## src/rtl/serial_tx.sv

```systemverilog
// serial_tx: parallel-to-serial transmitter.
// Frames a DATA_W-bit word as start bit, data LSB first, optional even
// parity, stop bit. Each bit is held CLKS_PER_BIT clock cycles on a
// registered line that idles high.
// Build option: define SERIAL_TX_PARITY_EN to insert an even-parity bit
// between the last data bit and the stop bit.
module serial_tx #(
    parameter int DATA_W       = 8,
    parameter int CLKS_PER_BIT = 4
) (
    input  logic              clk,
    input  logic              rst_n,
    input  logic [DATA_W-1:0] data_in,
    input  logic              valid,
    output logic              ready,
    output logic              out,
    output logic              busy,
    output logic              done
);

    localparam int CNT_W = (CLKS_PER_BIT > 1) ? $clog2(CLKS_PER_BIT) : 1;
    localparam int IDX_W = (DATA_W > 1) ? $clog2(DATA_W) : 1;
    localparam logic [CNT_W-1:0] CNT_MAX = CNT_W'(CLKS_PER_BIT - 1);
    localparam logic [IDX_W-1:0] IDX_MAX = IDX_W'(DATA_W - 1);

    typedef enum logic [2:0] {
        S_IDLE,
        S_START,
        S_DATA,
`ifdef SERIAL_TX_PARITY_EN
        S_PARITY,
`endif
        S_STOP
    } state_t;

    state_t            state_q, state_d;
    logic [CNT_W-1:0]  cnt_q, cnt_d;
    logic [IDX_W-1:0]  idx_q, idx_d;
    logic [DATA_W-1:0] shreg_q, shreg_d;
    logic [DATA_W-1:0] shifted;
    logic              out_q, out_d;
    logic              ready_q, ready_d;
    logic              done_q, done_d;
    logic              tick;
`ifdef SERIAL_TX_PARITY_EN
    logic              parity_q, parity_d;
`endif

    // Next-state, next-output and datapath computation for the framing FSM.
    always_comb begin
        tick     = (cnt_q == CNT_MAX);
        shifted  = shreg_q >> 1;
        state_d  = state_q;
        cnt_d    = tick ? '0 : cnt_q + 1'b1;
        idx_d    = idx_q;
        shreg_d  = shreg_q;
        out_d    = out_q;
        ready_d  = ready_q;
        done_d   = 1'b0;
`ifdef SERIAL_TX_PARITY_EN
        parity_d = parity_q;
`endif
        case (state_q)
            S_IDLE: begin
                cnt_d = '0;
                idx_d = '0;
                out_d = 1'b1;
                if (valid && ready_q) begin
                    shreg_d  = data_in;
`ifdef SERIAL_TX_PARITY_EN
                    parity_d = ^data_in;
`endif
                    state_d  = S_START;
                    out_d    = 1'b0;
                    ready_d  = 1'b0;
                end
            end
            S_START: begin
                if (tick) begin
                    state_d = S_DATA;
                    idx_d   = '0;
                    out_d   = shreg_q[0];
                end
            end
            S_DATA: begin
                if (tick) begin
                    shreg_d = shifted;
                    if (idx_q == IDX_MAX) begin
`ifdef SERIAL_TX_PARITY_EN
                        state_d = S_PARITY;
                        out_d   = parity_q;
`else
                        state_d = S_STOP;
                        out_d   = 1'b1;
`endif
                    end else begin
                        idx_d = idx_q + 1'b1;
                        out_d = shifted[0];
                    end
                end
            end
`ifdef SERIAL_TX_PARITY_EN
            S_PARITY: begin
                if (tick) begin
                    state_d = S_STOP;
                    out_d   = 1'b1;
                end
            end
`endif
            S_STOP: begin
                if (tick) begin
                    state_d = S_IDLE;
                    ready_d = 1'b1;
                    done_d  = 1'b1;
                    out_d   = 1'b1;
                end
            end
            default: begin
                state_d = S_IDLE;
                ready_d = 1'b1;
                out_d   = 1'b1;
                cnt_d   = '0;
            end
        endcase
    end

    // State and output registers; reset forces the line high immediately.
    always_ff @(posedge clk or negedge rst_n) begin
        if (!rst_n) begin
            state_q  <= S_IDLE;
            cnt_q    <= '0;
            idx_q    <= '0;
            shreg_q  <= '0;
            out_q    <= 1'b1;
            ready_q  <= 1'b1;
            done_q   <= 1'b0;
`ifdef SERIAL_TX_PARITY_EN
            parity_q <= 1'b0;
`endif
        end else begin
            state_q  <= state_d;
            cnt_q    <= cnt_d;
            idx_q    <= idx_d;
            shreg_q  <= shreg_d;
            out_q    <= out_d;
            ready_q  <= ready_d;
            done_q   <= done_d;
`ifdef SERIAL_TX_PARITY_EN
            parity_q <= parity_d;
`endif
        end
    end

    assign out   = out_q;
    assign ready = ready_q;
    assign busy  = ~ready_q;
    assign done  = done_q;

endmodule

```

## config.mk

```make
export PLATFORM = sky130hd
export DESIGN_NAME = serial_tx
export DESIGN_NICKNAME = d
export VERILOG_FILES = /design/src/rtl/serial_tx.sv
export SDC_FILE = /design/constraint.sdc
export NUM_CORES = 1
export LEC_CHECK = 0
export CELL_PAD_IN_SITES_DETAIL_PLACEMENT = 0
export CELL_PAD_IN_SITES_GLOBAL_PLACEMENT = 1
export CORE_AREA = 2 2 51 53
export CTS_CLUSTER_SIZE = 14
export DETAILED_ROUTE_END_ITERATION = 12
export DIE_AREA = 0 0 53 55
export PLACE_DENSITY = 0.76
export SYNTH_ARGS = -nofsm -noshare
export SYNTH_HDL_FRONTEND = slang
export SYNTH_SLANG_ARGS = --single-unit
```

## constraint.sdc

```tcl
create_clock -name clk -period 3.9 [get_ports clk]
set_input_delay 0.78 -clock clk [delete_from_list [all_inputs] [get_ports clk]]
set_output_delay 0.78 -clock clk [all_outputs]
set_load 0.1 [all_outputs]
```

==> flow_summary.yaml <==
timing:
  max_freq_mhz: 360
  finalCritPeriodShare_pct: 71.2
  finalHoldViolCount: 0
  setup_viol: 0
  clock_skew_ns: 0.00385
  relSlewSlack_pct: 35.9
  fin_crit_ns: 2.78
  rsz0062_at_grt: "false"
  hold_ws_ns: 0.442
  finalSetupTns_ns: 0
  slew_viol_final: 0
  worst_slew_pin_slew_ns: 0.959
setup_path:
  cpLargestDelayFamily: "buffers and inverters"
  worst_path_max_delay_cell: "clkdlybuf4s50_1"
  end_kind: "output pin"
  required_ns: 3.12
  cp.arrival_ns: 2.00
  cpPeakStageDelay_ns: 1.13
  rr_startpoint: "state_q[0]"
  worst-path-buf-inv: 1
  cp_cell_sequence: "clkdlybuf4s50_1"
  start_kind: "register"
  criticalPathCategory: "reg2out"
  worstPathMaxFanout: 4
  crit_path_start: "ready"
min_path:
  hp-start: "cnt_q[0]"
  hold_class: "reg2reg"
outcome:
  status: "complete, no violations"
synthesis:
  ys_seq_area_share_pct: 46.0
  syn-num-nets: 111
  synth_area_um2: 985
  synth_cells: 91
  synth.avg_cell_area_um2: 10.8
  ys_seq_elements: 18
  synth_cell_type_count: 25
  yosys_warnings: 0
flow_run:
  max_cap_violations: 0
place:
  gp_congestion: 0.694
  hpwl_um: 1150
  io_buffer_count: 14
clock_network:
  cts_inserted_buffers: 3
  hold_buffers: 0
  root_buffer: "clkbuf_4"
  cts_resized: 0
  max-clock-path-buffers: 2
  cts_sinks: 18
  clkSlewWorstSetupHoldPaths_ns: 0.10
  clock_latency_ns: 0.29
  htree_levels: 1
  cts_setup_buffers: 0
  cts_tree: "yes"
layout:
  fin_nets: 127
  drive_gt1_share_pct: 9.52
  syn2layout_area_growth_pct: 17.9
  num_antenna_cells: 0
drt:
  drt-initial-drc-count: 3
  route.detailed.drc: 0
  wl_um: 1610
  num_vias: 678
  ant_nets: 0
  firstDrtPassIters: 4
  wl_per_cell_um: 11.9
  via_per_inst: 5.02
power:
  leakage_nw: 0.545
  power.density_mw_per_mm2: 262
  ir_drop_uv: 169
die:
  rows: 18
  dieWidth_um: 53
  ios: 15
  design.core.area_mm2: 0.00236
  start_util_pct: 41.6
  fp.dieArea_mm2: 0.00292
  die_y_um: 55
global_routing:
  gr-total-overflow: 0
  grt_max_degree: 19
  grt_use_total_pct: 13.2
  first_global_vias: 664
  grt_pass1_wl_um: 2760
  antenna_found_initial: 0
## cell usage in the layout (no fill, tap or decap)
cell type         n
dfrtp_1          16
clkdlybuf4s50_1  14
mux2i_1          10
a21oi_1          10
ha_1              9
inv_1             8
nor2_1            8
nand2_1           5
nor2b_1           3
clkbuf_4          3
nor3_1            2
o21ai_0           2
nor3_2            2
mux2_1            2
dfstp_2           2
and2_1            1
a21o_1            1
nand2b_1          1
a21oi_4           1
a21boi_2          1
nor2_4            1
nand3b_1          1
a22o_1            1
o32a_1            1
## Yosys cell counts
| cell | n | area [um2] |
|---|---|---|
| nor3_2 | 2 | 20.0 |
| inv_1 | 8 | 30.0 |
| buf_4 | 1 | 7.51 |
| dfstp_2 | 2 | 52.6 |
| a21oi_1 | 10 | 50.1 |
| nor2b_1 | 3 | 18.8 |
| buf_6 | 1 | 11.3 |
| nor2_1 | 8 | 30.0 |
| buf_2 | 1 | 5.00 |
| o32a_1 | 1 | 10.0 |
| a21oi_4 | 1 | 16.3 |
| ha_1 | 9 | 113 |
| mux2_1 | 2 | 22.5 |
| and2_1 | 1 | 6.26 |
| a21o_1 | 1 | 7.51 |
| nand3b_1 | 1 | 7.51 |
| mux2i_1 | 10 | 100 |
| a21boi_2 | 1 | 11.3 |
| nand2b_1 | 1 | 6.26 |
| nor2_4 | 1 | 11.3 |
| nor3_1 | 2 | 10.0 |
| a22o_1 | 1 | 8.76 |
| nand2_1 | 5 | 18.8 |
| dfrtp_1 | 16 | 400 |
| o21ai_0 | 2 | 10.0 |
## final timing paths
kind,endpoint,slack [ns],cells after the start
worst max-delay path,ready,1.12,1
worst min-delay path,cnt_q[0],0.44,1
worst max register to register,state_q[1],1.74,6
worst min register to register,cnt_q[0],0.44,1
max in group asynchronous,shreg_q[5],2.44,1
min in group asynchronous,done,0.95,1
## sequential cells by signal, summed over array words and instances (netlist names)
register / cells
cnt_q: 2
done: 1
idx_q: 3
out: 1
ready: 1
shreg_q: 8
state_q: 2
## area by class of cell
class	count	area (um2)
fill	242	1200
multi-input combinational	62	478
sequential	18	453
timing repair buffer	14	140
tap	30	37.5
inverter	8	30.0
clock buffer	3	22.5
## kinds of logic after synthesis
group	count (synthesis)	share of synthesized area (%)
AOI/OAI and AO/OA	17	11.6
buffers and inverters	11	5.46
muxes	12	12.5
and+or+nand+nor	24	13.1
adders and majority gates	9	11.4
DFF	18	46.0
## power by group
part / internal [mW] / switching, mW
clock: 0.0359 / 0.0552
sequential: 0.191 / 0.00227
combinational: 0.0120 / 0.00783
total: 0.239 / 0.0653
## stage by stage
stage               util [%]  setup WS, ns  power [mW]  instance area [um2]  cells
global placement        48.1          1.46       0.217                 1140    132
floorplan                  -          1.71       0.202                  985     91
detailed placement      48.1          1.45       0.217                 1140    132
global route            49.1          1.06       0.321                 1160    135
finish                  49.1          1.12       0.304                 1160    135
CTS                     49.1          1.12       0.310                 1160    135
## routing by layer
| layer | up-vias | global-route usage (%) | share of wire [%] |
|---|---|---|---|
| met5 | - | 0 | 0 |
| met4 | 0 | 6.41 | 0 |
| met3 | 0 | 2.69 | 4.8 |
| met2 | 21 | 21.9 | 46 |
| met1 | 314 | 16.6 | 49 |
| li1 | 343 | - | - |
Note: power is estimated with default switching activity, not from simulation.
